File: config.mk
export PLATFORM = sky130hd
export DESIGN_NAME = vga_sync_porch
export DESIGN_NICKNAME = d
export VERILOG_FILES = /design/src/rtl/vga_sync_porch.sv
export SDC_FILE = /design/constraint.sdc
export NUM_CORES = 1
export LEC_CHECK = 0
export ABC_AREA = 1
export CORE_ASPECT_RATIO = 1.5
export CORE_MARGIN = 4
export CORE_UTILIZATION = 35
export CTS_CLUSTER_DIAMETER = 200
export CTS_CLUSTER_SIZE = 30
export DETAILED_ROUTE_END_ITERATION = 10
export GPL_ROUTABILITY_DRIVEN = 0
export PLACE_DENSITY = 0.65
export REMOVE_ABC_BUFFERS = 1
export SYNTH_ARGS = -nofsm -noshare
export SYNTH_HDL_FRONTEND = slang
export SYNTH_SLANG_ARGS = --single-unit
File: constraint.sdc
create_clock -name clk -period 1.6 [get_ports clk]
set_input_delay 0.24 -clock clk [delete_from_list [all_inputs] [get_ports clk]]
set_output_delay 0.24 -clock clk [all_outputs]
set_load 0.02 [all_outputs]
File: src/rtl/vga_sync_porch.sv
// vga_sync_porch: regenerates VGA hsync/vsync from upstream active-area flags.
// Internal column/row counters lock onto the rising edge of i_vsync (the first
// active row of a frame). Sync and colour leave the block two clocks after
// sampling, mutually aligned. Outputs idle (syncs high, colour 0) until locked.
// Optional feature: define VGA_PORCH_BLANK_EN to force colour to 0 whenever
// the sampled i_hsync or i_vsync was low (porch / sync / vertical blanking).
module vga_sync_porch #(
  parameter int TOTAL_COLS    = 800,
  parameter int TOTAL_ROWS    = 525,
  parameter int ACTIVE_COLS   = 640,
  parameter int ACTIVE_ROWS   = 480,
  parameter int H_FRONT_PORCH = 16,
  parameter int H_SYNC_WIDTH  = 96,
  parameter int V_FRONT_PORCH = 10,
  parameter int V_SYNC_WIDTH  = 2,
  parameter int VIDEO_WIDTH   = 3
) (
  input  logic                   clk,
  input  logic                   rst,
  input  logic                   i_hsync,
  input  logic                   i_vsync,
  input  logic [VIDEO_WIDTH-1:0] i_red,
  input  logic [VIDEO_WIDTH-1:0] i_grn,
  input  logic [VIDEO_WIDTH-1:0] i_blu,
  output logic                   o_hsync,
  output logic                   o_vsync,
  output logic [VIDEO_WIDTH-1:0] o_red,
  output logic [VIDEO_WIDTH-1:0] o_grn,
  output logic [VIDEO_WIDTH-1:0] o_blu,
  output logic                   o_locked
);

  localparam int CW = (TOTAL_COLS > 1) ? $clog2(TOTAL_COLS) : 1;
  localparam int RW = (TOTAL_ROWS > 1) ? $clog2(TOTAL_ROWS) : 1;

  localparam logic [CW-1:0] COL_LAST = CW'(TOTAL_COLS - 1);
  localparam logic [RW-1:0] ROW_LAST = RW'(TOTAL_ROWS - 1);
  localparam logic [CW-1:0] HS_START = CW'(ACTIVE_COLS + H_FRONT_PORCH);
  localparam logic [CW-1:0] HS_END   = CW'(ACTIVE_COLS + H_FRONT_PORCH + H_SYNC_WIDTH - 1);
  localparam logic [RW-1:0] VS_START = RW'(ACTIVE_ROWS + V_FRONT_PORCH);
  localparam logic [RW-1:0] VS_END   = RW'(ACTIVE_ROWS + V_FRONT_PORCH + V_SYNC_WIDTH - 1);

  logic          r_vsync;
  logic [CW-1:0] col_cnt;
  logic [RW-1:0] row_cnt;
  logic          frame_start;
  logic [CW-1:0] cur_col;
  logic [RW-1:0] cur_row;
  logic          hs_low;
  logic          vs_low;

  // Stage-1 pipeline registers
  logic                   valid_s1;
  logic                   hs_s1;
  logic                   vs_s1;
  logic [VIDEO_WIDTH-1:0] red_s1;
  logic [VIDEO_WIDTH-1:0] grn_s1;
  logic [VIDEO_WIDTH-1:0] blu_s1;
  logic [VIDEO_WIDTH-1:0] red_c;
  logic [VIDEO_WIDTH-1:0] grn_c;
  logic [VIDEO_WIDTH-1:0] blu_c;

  // The counters hold the position of the next sample, so the sample on a
  // frame-start cycle is column 0, row 0 regardless of the stored value.
  assign frame_start = i_vsync & ~r_vsync;
  assign cur_col     = frame_start ? '0 : col_cnt;
  assign cur_row     = frame_start ? '0 : row_cnt;
  assign hs_low      = (cur_col >= HS_START) && (cur_col <= HS_END);
  assign vs_low      = (cur_row >= VS_START) && (cur_row <= VS_END);

`ifdef VGA_PORCH_BLANK_EN
  // Blank colour outside the upstream active area.
  always_comb begin
    red_c = '0;
    grn_c = '0;
    blu_c = '0;
    if (i_hsync && i_vsync) begin
      red_c = i_red;
      grn_c = i_grn;
      blu_c = i_blu;
    end
  end
`else
  logic unused_hsync;
  assign unused_hsync = i_hsync;

  // Colour passes straight through; only the lock gate applies.
  always_comb begin
    red_c = i_red;
    grn_c = i_grn;
    blu_c = i_blu;
  end
`endif

  // Frame-start edge detect, position counters and lock flag.
  // r_vsync resets high so an i_vsync held high across reset cannot lock.
  always_ff @(posedge clk) begin
    if (rst) begin
      r_vsync  <= 1'b1;
      col_cnt  <= '0;
      row_cnt  <= '0;
      o_locked <= 1'b0;
    end else begin
      r_vsync <= i_vsync;
      if (frame_start) begin
        col_cnt  <= CW'(1);
        row_cnt  <= '0;
        o_locked <= 1'b1;
      end else if (col_cnt == COL_LAST) begin
        col_cnt <= '0;
        row_cnt <= (row_cnt == ROW_LAST) ? '0 : row_cnt + 1'b1;
      end else begin
        col_cnt <= col_cnt + 1'b1;
      end
    end
  end

  // Stage 1: decode sync levels and capture colour for the current sample.
  always_ff @(posedge clk) begin
    if (rst) begin
      valid_s1 <= 1'b0;
      hs_s1    <= 1'b1;
      vs_s1    <= 1'b1;
      red_s1   <= '0;
      grn_s1   <= '0;
      blu_s1   <= '0;
    end else begin
      valid_s1 <= frame_start | o_locked;
      hs_s1    <= ~hs_low;
      vs_s1    <= ~vs_low;
      red_s1   <= red_c;
      grn_s1   <= grn_c;
      blu_s1   <= blu_c;
    end
  end

  // Stage 2: output registers, idle levels until the sample was locked.
  always_ff @(posedge clk) begin
    if (rst) begin
      o_hsync <= 1'b1;
      o_vsync <= 1'b1;
      o_red   <= '0;
      o_grn   <= '0;
      o_blu   <= '0;
    end else if (valid_s1) begin
      o_hsync <= hs_s1;
      o_vsync <= vs_s1;
      o_red   <= red_s1;
      o_grn   <= grn_s1;
      o_blu   <= blu_s1;
    end else begin
      o_hsync <= 1'b1;
      o_vsync <= 1'b1;
      o_red   <= '0;
      o_grn   <= '0;
      o_blu   <= '0;
    end
  end

endmodule

==> metrics <==
drt initial violations=58; Non-Filler Instances=352; NumNets Final=299; vias in the first global route=1503; Reg2Reg Depth=8; DP HPWL=2750 um; Pwr Density=929 mW/mm2; DR vias/cell=4.36; Hold Path End=o_red[1]$_SDFF_PP0_; R2R Path End=row_cnt[7]$_SDFFE_PP0P_; Max Cap Violations=0; sequential area share after synthesis=48.6%; Placed Area=0.00220 mm2; drt total wl=3590 um; CTS Buffer Depth=2; routing usage on met1=12.7%; routed vias=1533; internal reg-to-reg setup slack=190 ps; crit-path max cell delay=610 ps; Syn. warnings=0; Ant. Diodes=0; CP cell instances=clkdlybuf4s50_1; Critical Path Start=o_locked$_SDFFE_PP0P_; critical path class=flip-flop to output pin; Final Setup Violations=0; CP max stage cell=clkdlybuf4s50_1; Required @ worst endpoint=1360 ps; post-synthesis cell type count=27; io pins=25; I/O Buffers=23; CTS clk-pin slew, worst paths=90 ps; Row Count=32; status=finished, final reports clean; Max-slew headroom=78.0%; met2 Use GR=22.1%; CTS Buf Count=5; initial antenna violation count=0; antenna-violating nets left=0; CP endpoint kind=output pin; final hold violation count=0; DR pass1 iterations=4; clk root buf=clkbuf_8; TritonCTS clock tree=built; critical-path maximum fanout=2; FFs w/ async S/R, synth=0%; Final Cell Area=0.00232 mm2; share of layout cells above drive strength 1=10.2%; number of synthesized register bits=45; Synth-to-Final Area Change=25.1%; chip height=97.1 um; final slew viol count=0; GR Layer Usage met3=3.13%; Remaining DRCs=0; per-cell routed wire length=10.2 um; Peak VDD IR=0.000481 V; Leakage=0.978 nW; Worst Hold Path Cells=2; Max Clock Skew=6.08 ps; CP Buf/Inv Count=1; Crit path max-delay family=buffers and inverters; global-route total usage across every layer=12.5%; RSZ-0062 raised after global routing=no; global route overflow=0; Gate Count Post-Synth=250; H-tree levels=2; dpl cells=344; Hold WC Path Type=flip-flop to flip-flop; Mean Syn Cell Area=7.42 um2; Crit path arrival time=1250 ps; core area=0.00512 mm2; first-pass GRT wire length=6300 um; hold path startpoint=red_s1[1]$_SDFF_PP0_; final period demand of the worst path=1490 ps; CTS Sinks=45; post-route setup slack=114 ps; worst-margin pin slew=328 ps; number of flops mapped to enable cells by yosys=0; worst skew pair latency=300 ps; die width=67.4 um; PnR Total Power=2.15 mW; pre-CTS setup slack=77.6 ps; fmax=0.673 GHz; Synth Cell Area=0.00185 mm2; Starting Density=36.2%; reg2reg start=col_cnt[1]$_SDFF_PP0_; Tcrit/Tclk final=92.9%; critical path launch point type=flip-flop; Setup TNS=0 ps; die area=0.00655 mm2; busiest grt layer=met2; largest net degree at the start of global routing=17; prevailing post-synth register cell=dfxtp_1
## where the power goes
part / internal, mW / leakage, nW / switching [mW]
Clock: 0.476 / 0.0591 / 0.408
Sequential: 1.14 / 0.366 / 0.00924
Combinational: 0.0577 / 0.553 / 0.0591
## registers in the layout, indices dropped and copies added, names as in the netlist
name and cells:
blu_s1 3, col_cnt 10, grn_s1 3, hs_s1 1
o_blu 3, o_grn 3, o_hsync 1, o_locked 1
o_red 3, o_vsync 1, r_vsync 1, red_s1 3
row_cnt 10, valid_s1 1, vs_s1 1
## per-layer routing
metal  up-vias  part of all wire [%]  routed length, um
li1        825                     -                  -
met1       686                    40               1440
met2        13                    54               1950
met3         9                   2.3                 81
met4         0                   3.2                116
met5         -                     0                  0
## Yosys cell counts (2+ instances only)
| library cell | count | share of area (%) |
|---|---|---|
| nand3_2 | 3 | 1.6 |
| dfxtp_1 | 45 | 49 |
| nor2_1 | 55 | 11 |
| nand2_1 | 46 | 9.3 |
| nand3_1 | 8 | 2.2 |
| or2_2 | 3 | 1.0 |
| nor3_1 | 4 | 1.1 |
| nand4_1 | 7 | 2.4 |
| nor2_4 | 2 | 1.2 |
| o21bai_1 | 2 | 0.81 |
| nor4_1 | 2 | 0.67 |
| ha_1 | 3 | 2.0 |
| o21ai_1 | 2 | 0.54 |
| xor2_1 | 2 | 0.94 |
| inv_1 | 46 | 9.3 |
| inv_2 | 2 | 0.41 |
| a21oi_1 | 4 | 1.1 |
| nor2_2 | 3 | 1.0 |
| nand2_4 | 3 | 1.8 |
## final cells by class
cell class,count,area [um2]
fillers,544,2810
flip-flops and latches,45,901
well taps,68,85.1
repair buffers,28,268
multi-input cells,155,769
clock inverters,3,47.5
clock buffers,5,68.8
inverters,48,180
## cells by family after synthesis
| kind of cell | Yosys count | synth area share (%) |
|---|---|---|
| AO/OA/AOI/OAI | 10 | 3.24 |
| XOR/XNOR | 3 | 1.42 |
| adder cells (fa/ha/maj) | 3 | 2.02 |
| buffers and inverters | 50 | 10.2 |
| flip-flops | 45 | 48.6 |
| AND/OR/NAND/NOR | 139 | 34.5 |
## worst max path at each step
| stage | endpoint | cells past startpoint |
|---|---|---|
| final | o_locked | 1 |
| after global routing | row_cnt[2]$_SDFFE_PP0P_ | 8 |
| after CTS | o_locked | 1 |
| after detailed placement | row_cnt[4]$_SDFFE_PP0P_ | 8 |
| after global placement | row_cnt[5]$_SDFFE_PP0P_ | 8 |
| after floorplan | row_cnt[5]$_SDFFE_PP0P_ | 8 |
## metrics by stage
stage / hold slack (ps) / utilization [%]
after CTS: 410 / 45.2
after detailed placement: 398 / 42.9
final: 411 / 45.3
after global routing: 430 / 45.3
after global placement: 394 / 42.9
after floorplan: 311 / -
## layout by cell type, fill, tap and decap left out
cell / netlist / layout
nor4_1: 2 / 2
nor3b_1: 1 / 1
nand3_2: 3 / 3
and2_1: 1 / 1
inv_1: 46 / 46
inv_2: 2 / 2
dfxtp_1: 45 / 45
nand4_1: 7 / 7
nand3b_1: 1 / 1
o211ai_1: 1 / 1
bufinv_16: 0 / 1
xor2_1: 2 / 2
inv_6: 0 / 2
clkdlybuf4s50_1: 0 / 23
a21boi_0: 1 / 1
nor2_2: 3 / 2
o21ai_1: 2 / 2
nor2_1: 55 / 55
nor3_1: 4 / 4
buf_4: 0 / 5
clkbuf_8: 0 / 5
nand2_4: 3 / 3
nor2_4: 2 / 3
a21oi_1: 4 / 4
nand2_1: 46 / 46
o21bai_1: 2 / 2
nand3_1: 8 / 8
xnor2_1: 1 / 1
or2_2: 3 / 3
ha_1: 3 / 3
## worst reg2reg max path: cells and delay by family (launching register included)
family                     cells  cell delay [ps]
adders and majority gates      1              230
and+or+nand+nor                7              720
DFF                            1              360
## timing repair
| item | 4_1_cts | 5_1_grt |
|---|---|---|
| setup endpoints to repair | 0 | 2 |
| hold buffers | 0 | 0 |
| buffers inserted | 0 | 0 |
| hold endpoints to repair | 0 | 0 |
| gates resized for setup | 0 | 1 |
(Power assumes the default switching activity.)
